$ cat src/rtl/riscv_finish_monitor.sv
// Simulation end-of-test monitor: catches the tohost store, records the pass/fail result and counts RUN cycles and retirements.
// Optional watchdog enabled by defining FINISH_MONITOR_TIMEOUT_EN.
module riscv_finish_monitor #(
  parameter logic [31:0] TOHOST_ADDR    = 32'h0000_1000,
  parameter int unsigned TIMEOUT_CYCLES = 100000
) (
  input  logic        clock,
  input  logic        rst,
  input  logic        instr_valid,
  input  logic        mem_we,
  input  logic [31:0] mem_addr,
  input  logic [31:0] mem_wdata,
  output logic        finish_flag,
  output logic        pass,
  output logic [30:0] fail_code,
  output logic        timeout,
  output logic [31:0] cycle_count,
  output logic [31:0] instret_count
);

  typedef enum logic [1:0] {IDLE, RUN, DONE} state_t;

  localparam logic [31:0] CNT_MAX = 32'hFFFF_FFFF;

  state_t      state, state_n;
  logic        finish_n, pass_n, timeout_n;
  logic [30:0] code_n;
  logic [31:0] cyc_n, ir_n;
  logic        finish_wr;

  // Only odd values written to tohost end the run; even values are ignored.
  assign finish_wr = mem_we && (mem_addr == TOHOST_ADDR) && mem_wdata[0];

`ifdef FINISH_MONITOR_TIMEOUT_EN
  localparam logic [31:0] TO_LAST = 32'(TIMEOUT_CYCLES - 1);
  logic timeout_q;
  assign timeout = timeout_q;
`else
  assign timeout = 1'b0;
`endif

  always_ff @(posedge clock or negedge rst) begin
    if (!rst) state <= IDLE;
    else      state <= state_n;
  end

  always_comb begin
    state_n   = state;
    finish_n  = finish_flag;
    pass_n    = pass;
    code_n    = fail_code;
    timeout_n = 1'b0;
    cyc_n     = cycle_count;
    ir_n      = instret_count;
    if (state != DONE) begin
      if (instr_valid && instret_count != CNT_MAX) ir_n = instret_count + 32'd1;
      if (state == RUN && cycle_count != CNT_MAX) cyc_n = cycle_count + 32'd1;
      if (state == IDLE && instr_valid) state_n = RUN;
      if (finish_wr) begin
        state_n  = DONE;
        finish_n = 1'b1;
        pass_n   = (mem_wdata == 32'd1);
        code_n   = mem_wdata[31:1];
      end
`ifdef FINISH_MONITOR_TIMEOUT_EN
      // A finish write in the same cycle takes priority over the watchdog.
      else if (state == RUN && cycle_count == TO_LAST) begin
        state_n   = DONE;
        finish_n  = 1'b1;
        pass_n    = 1'b0;
        code_n    = 31'h7FFF_FFFF;
        timeout_n = 1'b1;
      end
`endif
    end
  end

  always_ff @(posedge clock or negedge rst) begin
    if (!rst) begin
      finish_flag   <= 1'b0;
      pass          <= 1'b0;
      fail_code     <= '0;
      cycle_count   <= '0;
      instret_count <= '0;
    end else begin
      finish_flag   <= finish_n;
      pass          <= pass_n;
      fail_code     <= code_n;
      cycle_count   <= cyc_n;
      instret_count <= ir_n;
    end
  end

`ifdef FINISH_MONITOR_TIMEOUT_EN
  // timeout is sticky once set; DONE holds it because nothing clears it.
  always_ff @(posedge clock or negedge rst) begin
    if (!rst)           timeout_q <= 1'b0;
    else if (timeout_n) timeout_q <= 1'b1;
  end
`endif

endmodule

$ cat config.mk
export PLATFORM = sky130hd
export DESIGN_NAME = riscv_finish_monitor
export DESIGN_NICKNAME = d
export VERILOG_FILES = /design/src/rtl/riscv_finish_monitor.sv
export SDC_FILE = /design/constraint.sdc
export NUM_CORES = 1
export LEC_CHECK = 0
export ABC_AREA = 0
export CAP_MARGIN = 10
export CORE_ASPECT_RATIO = 1.2
export CORE_MARGIN = 2
export CORE_UTILIZATION = 48
export CTS_BUF_LIST = sky130_fd_sc_hd__clkbuf_16
export DETAILED_ROUTE_END_ITERATION = 12
export GPL_ROUTABILITY_DRIVEN = 1
export PLACE_DENSITY = 0.93
export SLEW_MARGIN = 20
export SYNTH_ARGS = -nofsm -noshare
export SYNTH_HDL_FRONTEND = slang
export SYNTH_SLANG_ARGS = --single-unit
$ cat constraint.sdc
create_clock -name clock -period 3.9 [get_ports clock]
set_input_delay 0.78 -clock clock [delete_from_list [all_inputs] [get_ports clock]]
set_output_delay 0.78 -clock clock [all_outputs]
set_load 0.02 [all_outputs]
==> results of run 1 <==
==> layout by cell type (no fill, tap or decap), drive strengths merged, types with 2 or more instances in the layout <==
cell,n
and2,7
nor3,16
clkdlybuf4s50,163
dfrtp,99
inv,4
buf,4
xnor2,32
nand2b,3
or3,3
clkbuf,9
nand3,26
nand2,31
nor2b,2
and3,9
o2111ai,2
clkinv,3
and4,5
a31oi,2
nor4b,5
a21oi,3
or2,5
nand4,29
mux2,34
nor4,22
ha,2
nor3b,2
nor2,23
xor2,25
==> per-stage QoR <==
step | hold slack [ns] | util | instances
after floorplan | 0.479 | - | 407
after global placement | 0.455 | 0.679 | 690
after detailed placement | 0.467 | 0.679 | 690
after CTS | 0.482 | 0.708 | 705
after global routing | 0.509 | 0.708 | 705
final | 0.482 | 0.708 | 705
==> worst paths after layout <==
path | from | endpoint | cells after the start
max | mem_addr[24] | fail_code[24]$_DFFE_PN0P_ | 6
max in group asynchronous | rst | state[0]$_DFFE_PN0P_ | 2
min in group clock | finish_flag$_DFFE_PN0P_ | finish_flag$_DFFE_PN0P_ | 1
min reg2reg | finish_flag$_DFFE_PN0P_ | finish_flag$_DFFE_PN0P_ | 1
min | rst | instret_count[19]$_DFFE_PN0P_ | 1
max reg2reg | cycle_count[0]$_DFFE_PN0P_ | cycle_count[1]$_DFFE_PN0P_ | 6
==> synth_stat cells, types with 4 or more instances <==
cell     number
xnor2_1      32
mux2_2       33
and4_1        5
nor3_1       16
and2_1        7
nand2_1      30
and3_1        9
buf_2         4
xor2_1       25
nand3_1      26
nor4b_1       4
nor2_1       23
dfrtp_1      99
or2_2         5
nor4_1       21
nand4_1      28
==> cell families (layout without fill, tap and decap cells) <==
group	Yosys count	in the layout	share of synthesized area
buffers and inverters	9	184	0.0101
other	1	1	0.000814
adder cells (fa/ha/maj)	2	2	0.00543
XOR/XNOR	57	57	0.108
AND/OR/NAND/NOR	191	191	0.233
multiplexers	34	34	0.0831
AO/OA/AOI/OAI	14	14	0.0215
flip-flops	99	99	0.538
==> routing by layer <==
metal,share of wire,track usage,vias to the layer above,wire (µm)
met5,0,0,-,0
met4,0.021,0.0892,0,255
met3,0.069,0.0564,23,821
met2,0.53,0.411,211,6360
met1,0.38,0.288,1924,4520
li1,-,-,1829,-
==> flip-flops by register name (all words and copies together) (netlist names) <==
signal,cells
state,2
finish_flag,1
fail_code,31
cycle_count,32
instret_count,32
pass,1
==> area by class of cell <==
class,count,area [µm²],share of cell area
tap,123,154,0.0231
clock inverter,6,50.0,0.00751
multi-input combinational,299,2090,0.314
clock buffer,9,225,0.0338
timing repair buffer,167,1660,0.249
inverter,2,7.51,0.00113
sequential,99,2480,0.372
==> worst max-delay path, stage by stage <==
cell and delay [ns]:
clkdlybuf4s50_1 0.40, nor4b_1 0.44, nand4_1 0.25, nor4b_4 0.25, buf_4 0.41, mux2_2 0.39
==> power by group <==
part / total (µW) / internal [µW] / switching (µW)
logic: 497 / 256 / 241
clock network: 833 / 483 / 349
registers: 1210 / 1100 / 109
==> qor.yml, run 1 <==
run_status:
  status: "complete, no violations"
worst_setup_path:
  critPathKind: "in2reg"
  cp.required_ns: 4.11
  cp-end-kind: "flip-flop"
  startpoint_type: "input port"
  cp_max_fo: 33
  cp.arrival_ns: 2.95
  rrSetupSlack_ns: 1.39
synth:
  yosys_warnings: 0
  yosys.area.top_type: "dfrtp_1"
  ys_top_cells_by_area: "dfrtp_1 54%, mux2_2 8.1%, xnor2_1 6.1%, xor2_1 4.8%, nand4_1 3.8%"
  ys_ff_latch: 99
  synth_flop_cell: "dfrtp_1"
  synth_edf_count: 0
  synth_cell_types: 43
  syn_nets: 477
  asyncSetResetFlopFracSynth: 1.00
  synth_top_area_share: 0.538
  netlist_instances: 407
  syn_area_per_cell_um2: 11.3
  ys_seq_area_frac: 0.538
  synth_area_um2: 4610
placement:
  hpwl_mm: 9.09
  gp_congestion: 0.889
  port_buffers: 164
  dp_slack_ns: 0.795
  placed_area_um2: 6390
grt:
  grt_pass1_wl_mm: 19.8
  grt_max_degree: 54
  antenna_found_initial: 0
  grt_overflow: 0
  grt_pass1_vias: 4101
  track_usage: 0.239
timing:
  period_share: 0.702
  slew_headroom: 0.405
  fmax_ghz: 0.365
  min_period_ns: 2.74
  layout_setup_ws_ns: 1.16
  tightestPinTransition_ns: 0.882
  finalMaxSlewViolations: 0
  fin_skew_ns: 0.00754
  hold_viol_final: 0
  tns_ns: 0
  rsz0062_at_grt: "false"
  setup_viol: 0
clock_network:
  clk_latency_ns: 0.33
  htree_num_levels: 3
  path_clk_slew_ns: 0.06
  cts_hold_buf: 0
  root_buffer: "clkbuf_16"
  cts_resized: 0
  cts_tree: "done"
  cts_setup_buffers: 0
  cts_sinks: 99
  cts.path.max_buffers: 2
  cts_buffers: 9
die:
  die_w_um: 93.4
  ios: 166
  initial_core_util: 0.489
  die_area_um2: 10400
  core_area_um2: 9420
  rows: 39
  dieHeight_um: 111
drt:
  route.detailed.drc: 0
  routed_via_density: 5.66
  wl_mm: 12.0
  num_vias: 3987
  initialDrtViolationCount: 201
  ant_nets: 0
  firstDrtPassIters: 4
  wl_per_cell_um: 17.0
layout:
  fin_area_um2: 6670
  antenna_cells: 0
  drive_above_1_share: 0.0979
  area_growth_pct: 44.7
  nFillCells: 656
  nets: 648
power_and_ir_drop:
  ir_worst_vdd_uv: 264
  powerDensity_nw_per_um2: 381
  p_leak_uw: 0.00284
  power_uw: 2540
flow_run:
  drv_cap: 0
min_path:
  hp-class: "in2async"
Power figures use the tool's default switching activity.
==> run 2: changes to the inputs <==
--- a/config.mk
+++ b/config.mk
@@ -9,11 +9,11 @@
 export CAP_MARGIN = 10
 export CORE_ASPECT_RATIO = 1.2
 export CORE_MARGIN = 2
-export CORE_UTILIZATION = 48
+export CORE_UTILIZATION = 45
 export CTS_BUF_LIST = sky130_fd_sc_hd__clkbuf_16
 export DETAILED_ROUTE_END_ITERATION = 12
 export GPL_ROUTABILITY_DRIVEN = 1
-export PLACE_DENSITY = 0.93
+export PLACE_DENSITY = 0.88
 export SLEW_MARGIN = 20
 export SYNTH_ARGS = -nofsm -noshare
 export SYNTH_HDL_FRONTEND = slang
==> constraint.sdc (replaced) <==
create_clock -name clock -period 2.7 [get_ports clock]
set_input_delay 0.54 -clock clock [delete_from_list [all_inputs] [get_ports clock]]
set_output_delay 0.54 -clock clock [all_outputs]
set_load 0.02 [all_outputs]
==> qor.yml, run 2 (same netlist as run 1, synthesis figures left out) <==
run_status:
  status: "complete, no violations"
min_path:
  hp-class: "in2async"
grt:
  grt_pass1_vias: 4244  # +3.5%
  antenna_found_initial: 0  # unchanged
  track_usage: 0.236  # -0.00229
  grt_max_degree: 45  # -17%
  grt_pass1_wl_mm: 20.3  # +2.6%
  grt_overflow: 0  # unchanged
timing:
  fin_skew_ns: 0.00624  # -0.00130 ns
  slew_headroom: 0.536  # +0.131
  fmax_ghz: 0.422
  finalMaxSlewViolations: 0  # unchanged
  tightestPinTransition_ns: 0.690  # -0.192 ns
  rsz0062_at_grt: "false"
  hold_slack_ns: 0.181  # -0.302 ns
  period_share: 0.877
  hold_viol_final: 0  # unchanged
  layout_setup_ws_ns: 0.333  # -0.829 ns
  setup_viol: 0  # unchanged
  min_period_ns: 2.37
die:
  dieHeight_um: 115  # +3.2%
  die_area_um2: 11100  # +6.4%
  core_area_um2: 10000  # +6.3%
  die_w_um: 96.4  # +3.1%
  ios: 166  # unchanged
  rows: 40  # +2.6%
  initial_core_util: 0.460  # -0.0289
worst_setup_path:
  cp-end-kind: "flip-flop"
  rrSetupSlack_ns: 0.42  # -0.97 ns
  startpoint_type: "input port"
  reg2reg_from: "cycle_count[0]$_DFFE_PN0P_"
  reg2reg_depth: 6  # unchanged
  crit_start: "mem_addr[1]"
  cp.arrival_ns: 2.59  # -0.36 ns
  cp_max_fo: 29  # -12%
  r2r-end: "cycle_count[1]$_DFFE_PN0P_"
  cp.required_ns: 2.92  # -1.19 ns
  endpoint: "fail_code[30]$_DFFE_PN0P_"
  critPathKind: "in2reg"
power_and_ir_drop:
  powerDensity_nw_per_um2: 537  # +41%
  p_leak_uw: 0.00288  # +1.5%
  power_uw: 3620  # +43%
  ir_worst_vdd_uv: 283  # +7.5%
layout:
  fin_area_um2: 6740  # +1.1%
  final_cell_mix: "163 x clkdlybuf4s50_1, 99 x dfrtp_1, 33 x mux2_2"
  nFillCells: 766  # +17%
  reg_top3: "cycle_count x32, instret_count x32, fail_code x31"
  final_common_cell: "clkdlybuf4s50_1"
  antenna_cells: 0  # unchanged
  drive_above_1_share: 0.113  # +0.0152
  nets: 657  # +1.4%
  area_growth_pct: 46.3
clock_network:
  cts_setup_buffers: 0  # unchanged
  root_buffer: "clkbuf_16"
  cts.path.max_buffers: 2  # unchanged
  cts_sinks: 99  # unchanged
  cts_tree: "done"
  path_clk_slew_ns: 0.06  # about the same
  cts_buffers: 9  # unchanged
  htree_num_levels: 3  # unchanged
  cts_resized: 0  # unchanged
  clk_latency_ns: 0.34  # about the same
  cts_hold_buf: 0  # unchanged
drt:
  initialDrtViolationCount: 159  # -21%
  wl_per_cell_um: 17.3  # +1.9%
  ant_nets: 0  # unchanged
  firstDrtPassIters: 4  # unchanged
  routed_via_density: 5.59  # -1.2%
  route.detailed.drc: 0  # unchanged
  wl_mm: 12.4  # +3.8%
  num_vias: 4013  # +0.65%
placement:
  hpwl_mm: 9.55  # +5.0%
  placed_area_um2: 6470  # +1.3%
  port_buffers: 164  # unchanged
  dp_slack_ns: -0.0404  # -0.835 ns
  gp_congestion: 0.867  # -2.5%
flow_run:
  drv_cap: 0  # unchanged
## run 2: layer usage
metal	global-route usage	part of all wire	vias up
li1	-	-	1845
met1	0.276	0.38	1977
met2	0.418	0.53	165
met3	0.0433	0.056	26
met4	0.105	0.027	0
met5	0	0	-
## run 2: worst min-delay path by stage
stage                                       start                             to
final                                         rst  instret_count[23]$_DFFE_PN0P_
after floorplan                               rst     cycle_count[0]$_DFFE_PN0P_
after global routing                          rst  instret_count[23]$_DFFE_PN0P_
after detailed placement  finish_flag$_DFFE_PN0P_        finish_flag$_DFFE_PN0P_
after global placement    finish_flag$_DFFE_PN0P_        finish_flag$_DFFE_PN0P_
after CTS                                     rst     cycle_count[6]$_DFFE_PN0P_
## run 2: metrics by stage
step	setup TNS (ns)	utilization	std cells
after floorplan	0	-	407
after global placement	0	0.647	702
after detailed placement	-0.851	0.647	702
after CTS	0	0.673	718
after global routing	0	0.673	718
final	0	0.673	718
## run 2: power by group
group / total, µW / internal, µW / switching [µW] / leakage [µW]
combinational: 727 / 372 / 355 / 0.00139
sequential: 1740 / 1590 / 157 / 0.00135
clock: 1150 / 613 / 537 / 0.000137
total: 3620 / 2570 / 1050 / 0.00288
## run 2: area by class of cell
cell class                      instances  area [µm²]  share of cell area
Clock buffer                            9         225              0.0334
Clock inverter                          7        37.5             0.00557
Inverter                                2        7.51             0.00111
Multi-Input combinational cell        299        2090               0.310
Sequential cell                        99        2480               0.368
Tap cell                              126         158              0.0234
Timing Repair Buffer                  176        1740               0.258
## run 2: worst max-delay path: stages
cell and delay (ns):
clkdlybuf4s50_1 0.41, nor4b_1 0.44, nand4_1 0.23, nor4b_4 0.34, buf_12 0.24, mux2_2 0.37
